## src/rtl/modexp_ctrl_fsm.sv

```systemverilog
// Right-to-left modexp sequencer: PRE op, one LOOP op per exponent bit, POST op, one-cycle eoc.
// Latency 1+MMM_CYCLES*(N+2) cycles from start; en=0 freezes every flop, so ops stretch by the stall.
module modexp_ctrl_fsm #(
  parameter int EXP_WIDTH  = 16,
  parameter int MMM_CYCLES = 12,
  parameter bit SKIP_LZ    = 1'b0,
  parameter int IDX_W      = $clog2(EXP_WIDTH + 1)
) (
  input  logic                 clk,
  input  logic                 rst,
  input  logic                 en,
  input  logic                 start,
  input  logic [EXP_WIDTH-1:0] exp,
  output logic                 rst_mmm,
  output logic                 ld_a,
  output logic                 ld_r,
  output logic                 lock1,
  output logic                 lock2,
  output logic [1:0]           sel1,
  output logic                 sel2,
  output logic                 busy,
  output logic                 eoc,
  output logic [IDX_W-1:0]     bit_idx
);

  localparam int              PH_W    = $clog2(MMM_CYCLES);
  localparam logic [PH_W-1:0] PH_LAST = PH_W'(MMM_CYCLES - 1);

  typedef enum logic [2:0] {IDLE, PRE, LOOP, POST, DONE} state_t;

  state_t               state, state_nxt;
  logic [PH_W-1:0]      phase, phase_nxt;
  logic [EXP_WIDTH-1:0] exp_reg, exp_nxt, exp_shift;
  logic [IDX_W-1:0]     idx_nxt;
  logic                 op_last;

  logic       rst_mmm_nxt, ld_a_nxt, ld_r_nxt, lock1_nxt, lock2_nxt;
  logic [1:0] sel1_nxt;
  logic       sel2_nxt, busy_nxt, eoc_nxt;

  assign op_last   = (phase == PH_LAST);
  assign exp_shift = {1'b0, exp_reg[EXP_WIDTH-1:1]};

  always_comb begin
    state_nxt = state;
    phase_nxt = phase;
    exp_nxt   = exp_reg;
    idx_nxt   = bit_idx;
    case (state)
      IDLE: begin
        if (start) begin
          state_nxt = PRE;
          phase_nxt = '0;
          exp_nxt   = exp;
          idx_nxt   = '0;
        end
      end
      PRE: begin
        if (op_last) begin
          phase_nxt = '0;
          state_nxt = (SKIP_LZ && (exp_reg == '0)) ? POST : LOOP;
        end else begin
          phase_nxt = phase + 1'b1;
        end
      end
      LOOP: begin
        if (op_last) begin
          phase_nxt = '0;
          exp_nxt   = exp_shift;
          idx_nxt   = bit_idx + 1'b1;
          if ((idx_nxt == IDX_W'(EXP_WIDTH)) || (SKIP_LZ && (exp_shift == '0)))
            state_nxt = POST;
          else
            state_nxt = LOOP;
        end else begin
          phase_nxt = phase + 1'b1;
        end
      end
      POST: begin
        if (op_last) begin
          phase_nxt = '0;
          state_nxt = DONE;
        end else begin
          phase_nxt = phase + 1'b1;
        end
      end
      DONE: begin
        // bit_idx stays visible during eoc, then clears so IDLE shows all zeros
        state_nxt = IDLE;
        idx_nxt   = '0;
      end
      default: state_nxt = IDLE;
    endcase

    // Outputs are decoded from the next state so they leave the register bank as flop outputs
    rst_mmm_nxt = 1'b0;
    ld_a_nxt    = 1'b0;
    ld_r_nxt    = 1'b0;
    lock1_nxt   = 1'b0;
    lock2_nxt   = 1'b0;
    sel1_nxt    = 2'b00;
    sel2_nxt    = 1'b0;
    busy_nxt    = 1'b0;
    eoc_nxt     = 1'b0;
    if (state_nxt == PRE || state_nxt == LOOP || state_nxt == POST) begin
      rst_mmm_nxt = 1'b1;
      busy_nxt    = 1'b1;
      ld_a_nxt    = (phase_nxt == '0);
      ld_r_nxt    = (phase_nxt == PH_LAST);
    end
    case (state_nxt)
      PRE: begin
        lock1_nxt = 1'b1;
        lock2_nxt = 1'b1;
      end
      LOOP: begin
        sel1_nxt  = 2'b01;
        sel2_nxt  = 1'b1;
        lock2_nxt = 1'b1;
        lock1_nxt = exp_nxt[0];
      end
      POST: begin
        sel1_nxt  = 2'b10;
        sel2_nxt  = 1'b1;
        lock1_nxt = 1'b1;
      end
      DONE: begin
        rst_mmm_nxt = 1'b1;
        sel1_nxt    = 2'b10;
        sel2_nxt    = 1'b1;
        lock1_nxt   = 1'b1;
        eoc_nxt     = 1'b1;
      end
      default: ;
    endcase
  end

  always_ff @(posedge clk or posedge rst) begin
    if (rst) begin
      state   <= IDLE;
      phase   <= '0;
      exp_reg <= '0;
      bit_idx <= '0;
      rst_mmm <= 1'b0;
      ld_a    <= 1'b0;
      ld_r    <= 1'b0;
      lock1   <= 1'b0;
      lock2   <= 1'b0;
      sel1    <= 2'b00;
      sel2    <= 1'b0;
      busy    <= 1'b0;
      eoc     <= 1'b0;
    end else if (en) begin
      state   <= state_nxt;
      phase   <= phase_nxt;
      exp_reg <= exp_nxt;
      bit_idx <= idx_nxt;
      rst_mmm <= rst_mmm_nxt;
      ld_a    <= ld_a_nxt;
      ld_r    <= ld_r_nxt;
      lock1   <= lock1_nxt;
      lock2   <= lock2_nxt;
      sel1    <= sel1_nxt;
      sel2    <= sel2_nxt;
      busy    <= busy_nxt;
      eoc     <= eoc_nxt;
    end
  end

endmodule

```

## config.mk

```make
export PLATFORM = sky130hd
export DESIGN_NAME = modexp_ctrl_fsm
export DESIGN_NICKNAME = d
export VERILOG_FILES = /design/src/rtl/modexp_ctrl_fsm.sv
export SDC_FILE = /design/constraint.sdc
export NUM_CORES = 1
export LEC_CHECK = 0
export BUFFER_PORTS_ARGS = -buffer_cell sky130_fd_sc_hd__buf_2
export CAP_MARGIN = 30
export CELL_PAD_IN_SITES_DETAIL_PLACEMENT = 0
export CELL_PAD_IN_SITES_GLOBAL_PLACEMENT = 1
export CORE_ASPECT_RATIO = 1.4
export CORE_MARGIN = 4
export CORE_UTILIZATION = 38
export CTS_BUF_LIST = sky130_fd_sc_hd__clkbuf_16
export DETAILED_ROUTE_END_ITERATION = 16
export PLACE_DENSITY = 0.77
export SETUP_SLACK_MARGIN = 0.02
export SKIP_CTS_REPAIR_TIMING = 1
export SYNTH_ARGS = -nofsm -noshare
export SYNTH_HDL_FRONTEND = slang
export SYNTH_SLANG_ARGS = --single-unit
```

## constraint.sdc

```tcl
create_clock -name clk -period 1.7 [get_ports clk]
set_input_delay 0.17 -clock clk [delete_from_list [all_inputs] [get_ports clk]]
set_output_delay 0.17 -clock clk [all_outputs]
set_load 0.1 [all_outputs]
```

==> insert_results.sql <==
INSERT INTO impl_metrics (metric_group, metric, value, unit) VALUES
('outcome', 'status', 'finished with violations', ''),
('outcome', 'failing_checks', 'negative setup slack', ''),
('floorplanning', 'design.die.area', '6560', 'um^2'),
('place', 'dp_hpwl', '3.44', 'mm'),
('routing', 'ant_nets', '0', ''),
('power', 'power_frac_seq', '31.0', '%'),
('layout', 'number_of_flip_flops_under_the_largest_register_name', '16', ''),
('routing', 'dr_total_vias', '1780', ''),
('setup_path', 'critPathRequiredTime', '1.85', 'ns'),
('sta', 'worst_setup_slack_after_layout', '-0.0208', 'ns'),
('sta', 'tightestPinTransition', '0.498', 'ns'),
('grt', 'antenna_found_initial', '0', ''),
('power', 'internal_power', '2400', 'uW'),
('layout', 'nNetsFinal', '283', ''),
('grt', 'global_route_wire_length_before_repair', '8.09', 'mm'),
('sta', 'final_hold_viol_count', '0', ''),
('clock_network', 'cts_made_buffers', '5', ''),
('routing', 'drt_pre_antenna_iters', '4', ''),
('synth', 'synth-async-reset-ratio', '100', '%'),
('synth', 'dominant_cell_by_count_in_the_synthesized_netlist', 'sky130_fd_sc_hd__dfrtp_1', ''),
('grt', 'grt_pass1_vias', '1697', ''),
('layout', 'combined_flip_flop_and_latch_cell_area', '963', 'um^2'),
('sta', 'grt_setup_unrepaired', 'true', ''),
('power', 'powerDensity', '1590', 'nW/um^2'),
('clock_network', 'cts_root_buffer', 'sky130_fd_sc_hd__clkbuf_16', ''),
('synth', 'syn-num-nets', '232', ''),
('sta', 'timing.max_slew.rel_slack', '67.0', '%'),
('sta', 'final-setup-viol-count', '3', ''),
('routing', 'drcViolationCount', '0', ''),
('floorplanning', 'core.rowCount', '31', ''),
('layout', 'n_fill_cell', '482', ''),
('clock_network', 'clk_pin_slew', '0.06', 'ns'),
('synth', 'ys_types', '51', ''),
('power', 'switchingPower', '1860', 'uW'),
('place', 'port_buffers', '34', ''),
('clock_network', 'cts.sinks', '38', ''),
('sta', 'timing.final.crit_period', '1.72', 'ns'),
('setup_path', 'bufs_and_invs_on_worst_path', '0', ''),
('power', 'switching_share_of_total_power', '43.7', '%'),
('routing', 'vias_per_cell', '5.44', ''),
('routing', 'initialDrtViolationCount', '84', ''),
('synth', 'synth_enable_flop_cells', '0', ''),
('setup_path', 'worst_path_dominant_cell_family', 'simple AND/OR/NAND/NOR gates', ''),
('synth', 'netlist_area', '2020', 'um^2'),
('power', 'power_frac_comb', '47.7', '%'),
('floorplanning', 'die_w', '69.6', 'um'),
('synth', 'post-synth-top-area-cell', 'sky130_fd_sc_hd__dfrtp_1', ''),
('synth', 'ys_ff_latch', '38', ''),
('routing', 'routed_wire_length_per_instance', '15.2', 'um'),
('setup_path', 'setup.worst_path.end_class', 'flip-flop', ''),
('setup_path', 'setup.worst_path.class', 'reg -> reg', ''),
('clock_network', 'cts_max_level', '2', ''),
('synth', 'number_of_instances_in_the_synthesized_netlist', '209', ''),
('place', 'placedCellCount', '316', ''),
('sta', 'slew_violations', '0', ''),
('power', 'leakage', '0.00116', 'uW'),
('synth', 'syn_avg_cell_area', '9.67', 'um^2'),
('setup_path', 'startpoint_type', 'flip-flop', ''),
('sta', 'whs', '0.127', 'ns'),
('synth', 'ys_seq_area_share', '47.1', '%'),
('sta', 'clk_skew', '0.00724', 'ns'),
('place', 'place_ws', '0.00675', 'ns'),
('sta', 'fin_crit_sh', '101', '%'),
('clock_network', 'cts_buffer_depth', '2', ''),
('setup_path', 'critPathMaxFanout', '5', ''),
('setup_path', 'critical_path.slowest_cell', 'sky130_fd_sc_hd__dfrtp_1', ''),
('min_path', 'holdCritPathClass', 'in -> reg', ''),
('run', 'cap_viol_max_count', '0', ''),
('clock_network', 'clock_insertion_delay_worst_skew', '0.28', 'ns'),
('setup_path', 'critical_path.cell_chain', 'ha_2 > nand3b_1 > nor3_2 > nand3_1 > o21ai_0 > mux2i_1', ''),
('synth', 'synth_top_flop_cell', 'sky130_fd_sc_hd__dfrtp_1', '');
power groups by stage:
| stage | registers (uW) | clock network (uW) | logic, uW |
|---|---|---|---|
| floorplan | 1890 | 0 | 839 |
| global placement | 1320 | 0 | 1900 |
| detailed placement | 1330 | 0 | 1900 |
| CTS | 1310 | 939 | 1910 |
| global route | 1340 | 972 | 2200 |
| finish | 1320 | 908 | 2030 |
final cells by class:
class	count	area share, %
Multi-Input combinational cell	145	37.4
Sequential cell	38	35.9
Timing Repair Buffer	58	16.1
Clock buffer	5	4.67
Tap cell	66	3.08
Inverter	12	2.15
Clock inverter	3	0.607
placed cells by master (no fill, tap or decap), types with 4 or more instances in the layout:
cell	instances
sky130_fd_sc_hd__dfrtp_2	4
sky130_fd_sc_hd__buf_12	5
sky130_fd_sc_hd__clkbuf_16	6
sky130_fd_sc_hd__nor2_1	9
sky130_fd_sc_hd__o21ai_1	16
sky130_fd_sc_hd__a22oi_1	15
sky130_fd_sc_hd__nand3_1	6
sky130_fd_sc_hd__inv_1	11
sky130_fd_sc_hd__o21ai_0	10
sky130_fd_sc_hd__buf_4	17
sky130_fd_sc_hd__nand2_1	18
sky130_fd_sc_hd__dfrtp_1	32
sky130_fd_sc_hd__nand2_2	8
sky130_fd_sc_hd__a21oi_1	4
sky130_fd_sc_hd__buf_2	34
kinds of logic (layout without fill, tap and decap cells):
| family | count (synthesis) | in the layout | synth area share (%) |
|---|---|---|---|
| AND/OR/NAND/NOR | 67 | 67 | 17.4 |
| multiplexers | 2 | 2 | 0.991 |
| AO/OA/AOI/OAI | 70 | 70 | 23.1 |
| flip-flops | 38 | 38 | 47.1 |
| adder cells (fa/ha/maj) | 3 | 3 | 1.86 |
| buffers and inverters | 26 | 78 | 8.30 |
| XOR/XNOR | 3 | 3 | 1.30 |
path summary, 6_finish.rpt:
path / from / endpoint / cells past startpoint
max: phase[1] / sel1[0] / 6
min: exp[15] / exp_reg[15] / 3
max reg2reg: phase[1] / sel1[0] / 6
min reg2reg: exp_reg[3] / exp_reg[3] / 2
max in group asynchronous: rst / bit_idx[0] / 4
min in group asynchronous: rst / exp_reg[7] / 4
worst reg2reg max path, delay by kind of cell (launching register included):
kind,cells,cell delay [ns]
adders and majority gates,1,0.20
DFF,1,0.36
AOI/OAI and AO/OA,1,0.28
and+or+nand+nor,3,0.63
muxes,1,0.13
routing by layer:
layer | wire [um] | part of all wire [%] | global-route usage (%)
met5 | 0 | 0 | 0
met4 | 121 | 2.4 | 7.99
met3 | 185 | 3.7 | 3.43
met2 | 2520 | 51 | 25.8
met1 | 2150 | 43 | 19.1
through the flow:
stage               util (%)  power (uW)  area (um^2)
floorplan                  -        2730         2070
global placement        46.9        3220         2420
detailed placement      46.9        3220         2420
CTS                     49.7        4160         2560
global route            52.0        4520         2680
finish                  52.0        4260         2680
Note: power is estimated with default switching activity, not from simulation.
